**src/rtl/ge_threshold_monitor_pkg.sv**
```systemverilog
// Shared definitions for the threshold monitor: FSM state encoding,
// default parameter values and the sample counter saturation limit.
package ge_threshold_monitor_pkg;

  typedef enum logic [1:0] {
    BELOW   = 2'd0,
    RISING  = 2'd1,
    ALARM   = 2'd2,
    FALLING = 2'd3
  } state_t;

  localparam int          DEBOUNCE_DEF   = 4;
  localparam logic [7:0]  THRESH_RST_DEF = 8'h80;
  localparam logic [15:0] SAMPLE_CNT_MAX = 16'hFFFF;

endpackage

```
**src/rtl/eight_bit_comp.sv**
```systemverilog
// Unsigned 8-bit magnitude comparator: exactly one of g (a>b), q (a==b),
// l (a<b) is high.
module eight_bit_comp (
  input  logic [7:0] a,
  input  logic [7:0] b,
  output logic       g,
  output logic       q,
  output logic       l
);

  assign g = (a > b);
  assign q = (a == b);
  assign l = (a < b);

endmodule

```
**src/rtl/ge_threshold_monitor.sv**
```systemverilog
// Registers a sample stream, compares it against a programmable threshold and
// drives a debounced >= alarm plus running max / count statistics.
module ge_threshold_monitor
  import ge_threshold_monitor_pkg::*;
#(
  parameter int         DEBOUNCE   = DEBOUNCE_DEF,
  parameter logic [7:0] THRESH_RST = THRESH_RST_DEF,
  parameter int         CNT_W      = 4
) (
  input  logic        clk,
  input  logic        reset,
  input  logic        thresh_wr,
  input  logic [7:0]  thresh_in,
  input  logic        clear_stats,
  input  logic        s_valid,
  input  logic [7:0]  s_data,
  output logic        s_ready,
  output logic        ge_flag,
  output logic        alarm,
  output logic        alarm_rise,
  output logic        alarm_fall,
  output logic [7:0]  max_val,
  output logic [15:0] sample_cnt
);

  localparam logic [CNT_W-1:0] CNT_ONE = CNT_W'(1);
  localparam logic [CNT_W-1:0] DB_LAST = CNT_W'(DEBOUNCE - 1);

  logic [7:0]       thresh_q;
  logic [7:0]       sample_q;
  logic             valid_q;
  logic             xfer;
  logic             thr_g, thr_q, thr_l;
  logic             max_g;
  logic             unused_max_eq, unused_max_lt;
  logic             ge, lt, gt;
  state_t           state;
  logic [CNT_W-1:0] cnt;

  // A threshold write steals the cycle so the source keeps its sample.
  assign s_ready = ~reset & ~thresh_wr;
  assign xfer    = s_valid & s_ready;

  always_ff @(posedge clk) begin
    if (reset) begin
      thresh_q <= THRESH_RST;
      sample_q <= '0;
      valid_q  <= 1'b0;
    end else begin
      if (thresh_wr) thresh_q <= thresh_in;
      if (xfer) sample_q <= s_data;
      valid_q <= xfer;
    end
  end

  eight_bit_comp u_thresh_comp (
    .a (sample_q),
    .b (thresh_q),
    .g (thr_g),
    .q (thr_q),
    .l (thr_l)
  );

  eight_bit_comp u_max_comp (
    .a (sample_q),
    .b (max_val),
    .g (max_g),
    .q (unused_max_eq),
    .l (unused_max_lt)
  );

  assign ge      = thr_g | thr_q;
  assign lt      = thr_l;
  assign gt      = max_g;
  assign ge_flag = valid_q & ge;

  // Hysteresis FSM: only valid samples move it, so idle gaps keep a run alive.
  always_ff @(posedge clk) begin
    if (reset) begin
      state      <= BELOW;
      cnt        <= '0;
      alarm      <= 1'b0;
      alarm_rise <= 1'b0;
      alarm_fall <= 1'b0;
    end else begin
      alarm_rise <= 1'b0;
      alarm_fall <= 1'b0;
      if (valid_q) begin
        case (state)
          BELOW: begin
            if (ge) begin
              if (DEBOUNCE == 1) begin
                state      <= ALARM;
                cnt        <= '0;
                alarm      <= 1'b1;
                alarm_rise <= 1'b1;
              end else begin
                state <= RISING;
                cnt   <= CNT_ONE;
              end
            end else begin
              cnt <= '0;
            end
          end
          RISING: begin
            if (ge) begin
              if (cnt == DB_LAST) begin
                state      <= ALARM;
                cnt        <= '0;
                alarm      <= 1'b1;
                alarm_rise <= 1'b1;
              end else begin
                cnt <= cnt + CNT_ONE;
              end
            end else begin
              state <= BELOW;
              cnt   <= '0;
            end
          end
          ALARM: begin
            if (lt) begin
              if (DEBOUNCE == 1) begin
                state      <= BELOW;
                cnt        <= '0;
                alarm      <= 1'b0;
                alarm_fall <= 1'b1;
              end else begin
                state <= FALLING;
                cnt   <= CNT_ONE;
              end
            end
          end
          FALLING: begin
            if (lt) begin
              if (cnt == DB_LAST) begin
                state      <= BELOW;
                cnt        <= '0;
                alarm      <= 1'b0;
                alarm_fall <= 1'b1;
              end else begin
                cnt <= cnt + CNT_ONE;
              end
            end else begin
              state <= ALARM;
              cnt   <= '0;
            end
          end
          default: begin
            state <= BELOW;
            cnt   <= '0;
          end
        endcase
      end
    end
  end

  // A clear that coincides with a valid sample restarts the stats from that sample.
  always_ff @(posedge clk) begin
    if (reset) begin
      max_val    <= '0;
      sample_cnt <= '0;
    end else if (clear_stats) begin
      if (valid_q) begin
        max_val    <= sample_q;
        sample_cnt <= 16'd1;
      end else begin
        max_val    <= '0;
        sample_cnt <= '0;
      end
    end else if (valid_q) begin
      if (sample_cnt != SAMPLE_CNT_MAX) sample_cnt <= sample_cnt + 16'd1;
      if (gt) max_val <= sample_q;
    end
  end

endmodule

```
**config.mk**
```make
export PLATFORM = sky130hd
export DESIGN_NAME = ge_threshold_monitor
export DESIGN_NICKNAME = d
export VERILOG_FILES = /design/src/rtl/ge_threshold_monitor_pkg.sv /design/src/rtl/eight_bit_comp.sv /design/src/rtl/ge_threshold_monitor.sv
export SDC_FILE = /design/constraint.sdc
export NUM_CORES = 1
export LEC_CHECK = 0
export CAP_MARGIN = 25
export CORE_MARGIN = 3
export CORE_UTILIZATION = 40
export DETAILED_ROUTE_END_ITERATION = 16
export GPL_TIMING_DRIVEN = 0
export SLEW_MARGIN = 25
export SYNTH_ARGS = -nofsm -noshare
export SYNTH_HDL_FRONTEND = slang
export SYNTH_SLANG_ARGS = --single-unit
```
**constraint.sdc**
```tcl
create_clock -name clk -period 2.6 [get_ports clk]
set_clock_uncertainty 0.05 [all_clocks]
set_input_delay 0.78 -clock clk [delete_from_list [all_inputs] [get_ports clk]]
set_output_delay 0.78 -clock clk [all_outputs]
set_load 0.03 [all_outputs]
```
==> impl_summary.txt, run 1 <==
----------------------------------------------------
[Global route]
  Global-route wire length before repair ... slightly above 9000 um
  Number of global-route vias before repair ... 2014
  Met1 demand-to-capacity share in global routing ... 0.212
  Number of antenna violations at the first check in global routing ... 0
  Maximum number of pins on one net before global-route repair ... 16
  Overflow left after global routing ... 0
  Highest-utilization routing layer at the global route stage ... met2
  Met3 layer usage reported by global route ... 0.0432
  Overall fraction of global-route tracks in use ... 0.157
  Met2 usage ... 0.235

[STA]
  Setup-violating endpoint count in the final report ... 1
  Aggregate negative setup slack ... -0.128 ns
  Maximum clock frequency ... between 0.3 and 0.4 GHz
  Unrepaired setup endpoints after global routing ... true
  Share of the clock period used by the worst path after layout ... 1.05
  Final period demand of the worst path ... 2.73 ns
  Final slew viol count ... 0
  Transition time of the tightest slew-check pin ... ~0.68 ns
  Hold Violations, Final ... 0
  Final worst setup slack ... -0.128 ns
  Relative slew slack ... 0.546

[Synthesis]
  Total of flip-flops plus latches after synthesis ... 50
  Mux cell area share after synthesis ... 0.0673
  YS warnings ... 0
  Xor and xnor fraction of the mapped netlist area ... 0.0450
  Commonest register cell after synthesis ... dfxtp_1
  Sequential fraction of the synthesis area ... 0.396
  Synthesized-area fraction occupied by and/or/nand/nor cells ... 0.214
  Combinational family with the most area after synthesis ... simple AND/OR/NAND/NOR gates
  Number of enable flip-flop cells after synthesis ... 0
  Fraction of the mapped netlist area in adder cells ... 0.0891
  Mapped cell area ... 2530 um2
  Fraction of the mapped netlist area in compound gates ... 0.146
  Fraction of synthesis flops using an asynchronous set or reset pin ... 0
  Distinct cells, synth ... 48
  Net count of the mapped netlist ... approximately 320
  Post-synthesis area per instance ... 9.13 um2
  Instance count of the mapped netlist ... 277

[Clocking]
  Buffers from clock root to sink, at most ... 2
  TritonCTS clock tree ... done
  Sink count of the clock tree ... 50
  Clock latency reported for the late side of the worst-skew pair ... 0.31 ns
  Quantity of hold-fixing buffers added after cts ... 0
  CTS H-Tree Depth ... 2
  CTS Buf Count ... 5
  Clock input transition at the sequential cells of the worst setup and hold paths ... 0.09 ns
  Clock root buffer ... clkbuf_8

[Final layout]
  Proportion of layout cells with a drive suffix above 1 ... 0.142
  Diode count ... 0
  Area growth, synth to finish ... 30.7%
  Final Util ... 0.548
  Commonest non-fill, non-tap cell in the layout ... dfxtp_1
  Most frequent cells in the layout ... dfxtp_1, clkdlybuf4s50_1, nor2_1
  Total Nets Final ... 376
  Filler cell count ... 573
  Non-filler instance count after layout ... 413

[Placed design]
  Worst setup slack after placement ... -0.389 ns
  Placed instance count ... 400
  Sum of net half-perimeters after detailed placement ... a little over 4000 um
  Number of buffers inserted by port buffering ... 48
  Final Wtd Congestion ... 0.755

[Floorplanning]
  Die boundary height ... 85.5 um
  Core Rows ... 28
  Die Outline Area ... 7310 um2
  Floorplan die width ... roughly 86 um
  I/O pins ... 50
  Starting utilization of the core area ... 0.420
  Area inside the core boundary ... 6030 um2

[Outcome]
  Failing checks ... negative setup slack
  Status ... complete, but fails checks

[Setup path]
  CP startpoint kind ... flop
  CP Data Arrival Time ... between 1.5 and 2 ns
  Critical path data required time ... around 1.8 ns
  Reg-to-reg setup timing slack ... ~0.2 ns
  Crit Path Max Fanout ... 3
  Critical setup path kind ... reg2out
  Worst Setup End Kind ... output port

[Power]
  Peak ir drop on the vdd network ... 230 uV
  Leakage ... 1.25 nW
  Power Density ... 484 nW/um2

[Detailed routing]
  Count of routing violations after the opening detailed-route iteration ... 75
  Number of nets still failing antenna checks after routing ... 0
  Number of vias after detailed routing ... 2171
  Pre-antenna DRT Iters ... 4
  Drc violations ... 0
  Vias per inst ... 5.26
  Total length of routed wires ... between 5000 and 6000 um
  Routed wire per std cell ... 13.4 um

[Job]
  Number of max-cap violations ... 0

[Worst hold path]
  Worst min-delay path class ... reg2reg

----------------------------------------------------
## stage by stage
stage	cell area, um2	hold slack, ns	power (mW)
finish	3300	0.440	1.60
CTS	3220	0.447	1.59
floorplan	2530	0.410	0.959
global placement	3100	0.426	1.03
detailed placement	3100	0.434	1.04
global route	3300	0.465	1.68
## repair_timing
item,in CTS,in global routing
gates resized for setup,8,17
buffers inserted,1,4
setup endpoints to repair,2,27
pin swaps,1,5
## worst max-delay path, stage by stage (launching register included)
cell      delay, ns
dfxtp_2        0.34
inv_2          0.04
ha_4           0.26
nor2b_4        0.12
o211ai_1       0.12
a31o_2         0.29
and2_4         0.18
nor2b_4        0.11
buf_6          0.13
## cells by family after synthesis
logic type,count (synthesis)
AND/OR/NAND/NOR,105
flip-flops,50
AO/OA/AOI/OAI,47
buffers and inverters,28
adder cells (fa/ha/maj),18
multiplexers,16
XOR/XNOR,13
## cell usage after synthesis (5+ instances only)
master / number / area, um2
nor2b_1: 12 / 75.1
inv_1: 18 / 67.6
ha_1: 18 / 225
mux2i_1: 8 / 80.1
nand2_1: 16 / 60.1
xnor2_1: 5 / 43.8
dfxtp_1: 50 / 1000
nor2_1: 38 / 143
xor2_1: 8 / 70.1
a21oi_1: 8 / 40.0
clkbuf_1: 7 / 26.3
a32o_1: 9 / 90.1
nand3_1: 9 / 45.0
and2_1: 5 / 31.3
mux2_2: 8 / 90.1
nand4_1: 8 / 50.1
## state kept, by name, indices dropped and copies added (netlist names)
| register | cells |
|---|---|
| alarm | 1 |
| alarm_fall | 1 |
| alarm_rise | 1 |
| cnt | 4 |
| max_val | 8 |
| sample_cnt | 16 |
| sample_q | 8 |
| state | 2 |
| thresh_q | 8 |
| valid_q | 1 |
## final timing paths
check | start | to | cells past startpoint
max | thresh_q[1] | ge_flag | 8
min | alarm | alarm | 2
max reg2reg | thresh_q[1] | cnt[2] | 10
min reg2reg | alarm | alarm | 2
## power breakdown
| group | total (mW) | internal (mW) | switching, mW |
|---|---|---|---|
| logic | 0.247 | 0.127 | 0.120 |
| clock network | 0.547 | 0.284 | 0.264 |
| registers | 0.806 | 0.788 | 0.0179 |
| total | 1.60 | 1.20 | 0.402 |
## per-layer routing
layer  part of all wire  vias to the layer above
met3              0.052                        8
met5                  0                        -
li1                   -                     1105
met1               0.49                     1006
met2               0.43                       52
met4              0.019                        0
## cell type report
class	instances	area [um2]	area share
Buffer	10	43.8	0.0133
Inverter	18	67.6	0.0204
Clock buffer	5	68.8	0.0208
Clock inverter	3	40.0	0.0121
Tap cell	75	93.8	0.0284
Sequential cell	50	1000	0.304
Multi-Input combinational cell	199	1470	0.444
Timing Repair Buffer	53	518	0.157
No activity file was read; power rests on OpenSTA's default activity.
==> run 2: changes to the inputs <==
- PLACE_DENSITY: unset -> 0.67
- clock period: 2.6 -> 2.4 ns (I/O delays scaled with it)
==> run 2 against run 1 <==
Net effect:
- the run still ends with negative setup slack left
- final cell count down 0.24%
- register-to-register slack got worse by 0.04 ns
- cell area decreased by 0.34%
- global-route usage shrank 0.70 points
- wire length decreased by 1.4%
- count of clock-buffer cells in the layout increased by 2
- largest cell class unchanged
- highest routed layer unchanged
==> impl_summary.txt, run 2 (same netlist as run 1, synthesis figures left out) <==
----------------------------------------------------
[Final layout]
  Area growth, synth to finish ... 30.2% (was 30.7%)
  Total Nets Final ... 375 (was 376)
  Diode count ... 0 (unchanged)
  Commonest non-fill, non-tap cell in the layout ... dfxtp_1 (unchanged)
  Most frequent cells in the layout ... dfxtp_1, clkdlybuf4s50_1, nor2_1 (unchanged)
  Proportion of layout cells with a drive suffix above 1 ... 0.139 (was 0.142)
  Non-filler instance count after layout ... 412 (was 413)
  Register containing the most flip-flops in the final layout ... sample_cnt (unchanged)
  Number of flip-flops under the largest register name ... 16 (unchanged)

[Global route]
  Number of global-route vias before repair ... 1924 (was 2014)
  Number of antenna violations at the first check in global routing ... 0 (unchanged)
  Global-route wire length before repair ... 8820 um (was 9230 um)
  Maximum number of pins on one net before global-route repair ... 15 (was 16)
  Overall fraction of global-route tracks in use ... 0.150 (was 0.157)
  Overflow left after global routing ... 0 (unchanged)

[Detailed routing]
  Total length of routed wires ... 5470 um (was 5540 um)
  Count of routing violations after the opening detailed-route iteration ... 91 (was 75)
  Routed wire per std cell ... 13.3 um (was 13.4 um)
  Drc violations ... 0 (unchanged)
  Number of nets still failing antenna checks after routing ... 0 (unchanged)
  Vias per inst ... 5.26 (about the same)
  Number of vias after detailed routing ... 2167 (was 2171)
  Pre-antenna DRT Iters ... 4 (unchanged)

[Placed design]
  Placed instance count ... 400 (unchanged)
  Final Wtd Congestion ... 0.808 (was 0.755)
  Number of buffers inserted by port buffering ... 48 (unchanged)
  Sum of net half-perimeters after detailed placement ... 3990 um (was 4020 um)

[Outcome]
  Status ... complete, but fails checks (unchanged)
  Failing checks ... negative setup slack (unchanged)

[Setup path]
  Worst Setup End Kind ... output port (unchanged)
  Reg-to-reg setup timing slack ... 0.16 ns (was 0.20 ns)
  CP Data Arrival Time ... 1.82 ns (was 1.90 ns)
  Critical R2R Launch ... thresh_q[1] (unchanged)
  Critical path data required time ... 1.63 ns (was 1.77 ns)
  CP startpoint kind ... flop (unchanged)
  Critical setup path kind ... reg2out (unchanged)
  Crit Path Max Fanout ... 3 (unchanged)
  Crit path launch ... thresh_q[5] (was thresh_q[1])

[Power]
  Peak ir drop on the vdd network ... 313 uV (was 230 uV)
  Power Density ... 497 nW/um2 (was 484 nW/um2)
  Leakage ... 1.23 nW (was 1.25 nW)

[Worst hold path]
  Worst hold path startpoint ... thresh_q[6] (was alarm)
  Worst min-delay path class ... reg2reg (unchanged)

[Clocking]
  CTS H-Tree Depth ... 2 (unchanged)
  Clock latency reported for the late side of the worst-skew pair ... 0.30 ns (was 0.31 ns)
  Clock input transition at the sequential cells of the worst setup and hold paths ... 0.09 ns (about the same)
  TritonCTS clock tree ... done (unchanged)
  Clock root buffer ... clkbuf_8 (unchanged)
  Buffers from clock root to sink, at most ... 2 (unchanged)
  CTS Buf Count ... 5 (unchanged)
  Sink count of the clock tree ... 50 (unchanged)

[STA]
  Final slew viol count ... 0 (unchanged)
  Aggregate negative setup slack ... -0.188 ns (was -0.128 ns)
  Share of the clock period used by the worst path after layout ... 1.08
  Transition time of the tightest slew-check pin ... 0.730 ns (was 0.678 ns)
  Unrepaired setup endpoints after global routing ... true (unchanged)
  Maximum clock frequency ... 0.386 GHz
  Final worst setup slack ... -0.188 ns (was -0.128 ns)
  Relative slew slack ... 0.511 (was 0.546)
  Hold Violations, Final ... 0 (unchanged)
  Final period demand of the worst path ... 2.59 ns
  Setup-violating endpoint count in the final report ... 1 (unchanged)

[Floorplanning]
  Core Rows ... 28 (unchanged)
  Starting utilization of the core area ... 0.420 (unchanged)
  Die Outline Area ... 7310 um2 (unchanged)
  Die boundary height ... 85.5 um (unchanged)
  Area inside the core boundary ... 6030 um2 (unchanged)
  Floorplan die width ... 85.5 um (unchanged)
  I/O pins ... 50 (unchanged)

[Job]
  Number of max-cap violations ... 0 (unchanged)

----------------------------------------------------
[run 2: cell count changes in the layout (fill, tap and decap cells not counted), sizes merged]
cell,previous run,this run
clkinv,2,1
dlygate4sd2,1,0
clkbuf,13,14
clkdlybuf4s15,0,1
bufinv,1,0
[run 2: power by group]
part / internal (mW) / switching, mW / leakage (nW)
registers: 0.853 / 0.0188 / 0.407
clock network: 0.233 / 0.266 / 0.0482
logic: 0.135 / 0.129 / 0.778
total: 1.22 / 0.414 / 1.23
[run 2: final timing paths]
kind                                     to  cells past startpoint
worst max-delay path                ge_flag                      7
worst min register to register  thresh_q[6]                      2
worst max register to register       cnt[2]                      9
worst min-delay path            thresh_q[6]                      2
[run 2: through the flow]
stage	hold slack (ns)	setup slack, ns	area, um2	util	power [mW]
floorplan	0.410	0.0959	2530	-	1.04
global placement	0.427	-0.475	3110	0.515	1.12
detailed placement	0.431	-0.496	3110	0.515	1.12
CTS	0.447	-0.235	3250	0.539	1.64
global route	0.484	-0.309	3290	0.547	1.73
finish	0.441	-0.188	3290	0.547	1.64
[run 2: worst max-delay path, stage by stage, from the launching register on]
cell and delay [ns]:
dfxtp_1 0.34, inv_1 0.05, ha_1 0.30, nand4_1 0.15, a31o_2 0.27, and2_4 0.17
nor2b_4 0.11, buf_6 0.13
[run 2: area by class of cell]
class | count | area [um2]
Timing Repair Buffer | 52 | 513
Clock inverter | 1 | 5.00
Tap cell | 75 | 93.8
Inverter | 18 | 67.6
Clock buffer | 7 | 86.3
Multi-Input combinational cell | 199 | 1480
Sequential cell | 50 | 1000
Buffer | 10 | 43.8
Fill cell | 583 | 2730
[run 2: repair_timing]
| item | CTS | global route |
|---|---|---|
| hold buffers | 0 | 0 |
| setup buffers | 3 | 1 |
| pin swaps | 3 | 4 |
| gates resized for setup | 19 | 6 |
| endpoints found under the setup margin | 26 | 2 |
[run 2: layer usage]
| metal | share of wire | GRT usage | routed length [um] | vias to the layer above |
|---|---|---|---|---|
| li1 | - | - | - | 1099 |
| met1 | 0.47 | 0.206 | 2560 | 1009 |
| met2 | 0.47 | 0.237 | 2590 | 55 |
| met3 | 0.049 | 0.0346 | 267 | 4 |
| met4 | 0.0084 | 0.0432 | 46 | 0 |
| met5 | 0 | 0 | 0 | - |
==> run 3: changes to the inputs <==
- GPL_TIMING_DRIVEN: 0 -> unset
==> run 3 against run 2 <==
Net effect:
- the flow still finishes with violations (negative setup slack)
- global-route usage up 0.26 points
- critical endpoint unchanged
- largest cell class unchanged
- sequential power hardly changed
- critical path depth is 1 higher
- first-iteration DRC count shrank 21%
- setup slack worse by 0.0078 ns
- highest routed layer unchanged
- critical path type unchanged
- wire length shrank 0.82%
- cell area did not move
- combinational power is 5% higher
- register-to-register slack worse by 0.27 ns
- count of clock-buffer cells in the layout stayed put
==> impl_summary.txt, run 3 (same netlist as run 1, synthesis figures left out) <==
----------------------------------------------------
[Outcome]
  Status ... complete, but fails checks (unchanged)
  Failing checks ... negative setup slack (unchanged)

[Clocking]
  Clock latency reported for the late side of the worst-skew pair ... 0.30 ns (about the same)
  Clock input transition at the sequential cells of the worst setup and hold paths ... 0.09 ns (about the same)
  Clock root buffer ... clkbuf_8 (unchanged)
  Buffers from clock root to sink, at most ... 2 (unchanged)
  Sink count of the clock tree ... 50 (unchanged)
  TritonCTS clock tree ... done (unchanged)
  Quantity of hold-fixing buffers added after cts ... 0 (unchanged)
  CTS H-Tree Depth ... 2 (unchanged)
  CTS Buf Count ... 5 (unchanged)

[Floorplanning]
  Die boundary height ... 85.5 um (unchanged)
  Core Rows ... 28 (unchanged)
  I/O pins ... 50 (unchanged)
  Starting utilization of the core area ... 0.420 (unchanged)
  Floorplan die width ... 85.5 um (unchanged)
  Area inside the core boundary ... 6030 um2 (unchanged)
  Die Outline Area ... 7310 um2 (unchanged)

[STA]
  Relative slew slack ... 0.543 (was 0.511)
  Share of the clock period used by the worst path after layout ... 1.08 (about the same)
  Aggregate negative setup slack ... -0.382 ns (was -0.188 ns)
  Final slew viol count ... 0 (unchanged)
  Hold Violations, Final ... 0 (unchanged)
  Transition time of the tightest slew-check pin ... 0.683 ns (was 0.730 ns)
  Final period demand of the worst path ... 2.60 ns (was 2.59 ns)
  Setup-violating endpoint count in the final report ... 3 (was 1)
  Maximum clock frequency ... 0.385 GHz (was 0.386 GHz)
  Final worst setup slack ... -0.196 ns (was -0.188 ns)
  Unrepaired setup endpoints after global routing ... true (unchanged)

[Setup path]
  Cells along the critical path ... inv_2 > ha_4 > nor2b_4 > o211ai_1 > a31o_2 > and2_4 > nor2b_2 > buf_6 (was inv_1 > ha_1 > nand4_1 > a31o_2 > and2_4 > nor2b_4 > buf_6)
  Critical path data required time ... 1.63 ns (about the same)
  Worst Setup End Kind ... output port (unchanged)
  Crit Path Max Fanout ... 3 (unchanged)
  Cell type group with the largest total delay on the critical path ... simple AND/OR/NAND/NOR gates (unchanged)
  CP Data Arrival Time ... 1.83 ns (was 1.82 ns)
  CP startpoint kind ... flop (unchanged)
  Critical setup path kind ... reg2out (unchanged)
  CP peak stage delay ... 0.35 ns (was 0.34 ns)
  Worst Path Buf+Inv ... 2 (unchanged)
  CP max stage cell ... dfxtp_2 (was dfxtp_1)

[Detailed routing]
  Pre-antenna DRT Iters ... 4 (unchanged)
  Count of routing violations after the opening detailed-route iteration ... 72 (was 91)
  Number of vias after detailed routing ... 2136 (was 2167)
  Routed wire per std cell ... 13.2 um (was 13.3 um)
  Vias per inst ... 5.21 (was 5.26)
  Drc violations ... 0 (unchanged)
  Total length of routed wires ... 5420 um (was 5470 um)
  Number of nets still failing antenna checks after routing ... 0 (unchanged)

[Final layout]
  Area growth, synth to finish ... 30.2% (unchanged)
  Register containing the most flip-flops in the final layout ... sample_cnt (unchanged)
  Filler cell count ... 578 (was 583)
  Proportion of layout cells with a drive suffix above 1 ... 0.134 (was 0.139)
  Final Util ... 0.547 (unchanged)
  Number of flip-flops under the largest register name ... 16 (unchanged)
  Commonest non-fill, non-tap cell in the layout ... dfxtp_1 (unchanged)
  Diode count ... 0 (unchanged)
  Total Nets Final ... 373 (was 375)
  Most frequent cells in the layout ... dfxtp_1, clkdlybuf4s50_1, nor2_1 (unchanged)

[Global route]
  Highest-utilization routing layer at the global route stage ... met2 (unchanged)
  Number of antenna violations at the first check in global routing ... 0 (unchanged)
  Overall fraction of global-route tracks in use ... 0.153 (was 0.150)
  Met2 usage ... 0.254 (was 0.237)
  Met3 layer usage reported by global route ... 0.0384 (was 0.0346)
  Global-route wire length before repair ... 9010 um (was 8820 um)
  Met1 demand-to-capacity share in global routing ... 0.193 (was 0.206)
  Overflow left after global routing ... 0 (unchanged)
  Number of global-route vias before repair ... 2001 (was 1924)
  Maximum number of pins on one net before global-route repair ... 29 (was 15)

[Placed design]
  Sum of net half-perimeters after detailed placement ... 3970 um (was 3990 um)
  Final Wtd Congestion ... 0.748 (was 0.808)
  Number of buffers inserted by port buffering ... 49 (was 48)

[Worst hold path]
  Worst min-delay path class ... reg2reg (unchanged)

[Job]
  Number of max-cap violations ... 0 (unchanged)

[Power]
  Power Density ... 504 nW/um2 (was 497 nW/um2)
  Leakage ... 1.25 nW (was 1.23 nW)
  Peak ir drop on the vdd network ... 362 uV (was 313 uV)

----------------------------------------------------
[run 3: changes by cell type in the layout (fill, tap and decap cells not counted), moves of 2 or more]
| cell | change |
|---|---|
| clkbuf_2 | -2 |
| clkbuf_1 | -5 |
| buf_2 | -3 |
| buf_4 | +7 |
| ha_4 | -2 |
| ha_1 | +2 |
[run 3: stage by stage]
stage,setup WS (ns),hold slack [ns],power (mW),area [um2],instances
after CTS,-0.244,0.457,1.67,3270,408
after global routing,-0.288,0.489,1.74,3290,410
after floorplan,0.0959,0.410,1.04,2530,277
after global placement,0.0920,0.427,1.13,3110,395
after detailed placement,0.0607,0.439,1.13,3110,395
final,-0.196,0.447,1.66,3290,410
[run 3: what timing repair did]
item	CTS	global route
resized for setup	6	2
setup buffers	5	2
pin swaps	3	5
endpoints found under the setup margin	1	6
[run 3: worst min-delay path, cell delays in order, from the launching register on]
cell,delay (ns)
dfxtp_1,0.34
nand2_1,0.06
o32ai_1,0.05
[run 3: cell type report]
type,count,area [um2],area share
clock inverters,1,5.00,0.00152
clock buffers,7,86.3,0.0262
inverters,18,67.6,0.0205
repair buffers,60,584,0.177
flip-flops and latches,50,1000,0.305
well taps,75,93.8,0.0285
multi-input cells,199,1450,0.441
[run 3: worst paths after layout]
check	slack (ns)	endpoint	depth (start not counted)	from
max	-0.20	ge_flag	8	thresh_q[1]
min reg2reg	0.45	alarm	2	alarm
min	0.45	alarm	2	alarm
max reg2reg	-0.11	cnt[2]	12	thresh_q[1]
[run 3: per-layer routing]
layer / up-vias / part of all wire
met5: - / 0
met4: 0 / 0.014
met3: 7 / 0.045
met2: 42 / 0.46
met1: 997 / 0.48
li1: 1090 / -
[run 3: report_power, final]
part	switching (mW)	total (mW)	internal [mW]
Sequential	0.0199	0.873	0.853
Clock	0.277	0.510	0.233
Combinational	0.127	0.277	0.150
Total	0.424	1.66	1.24
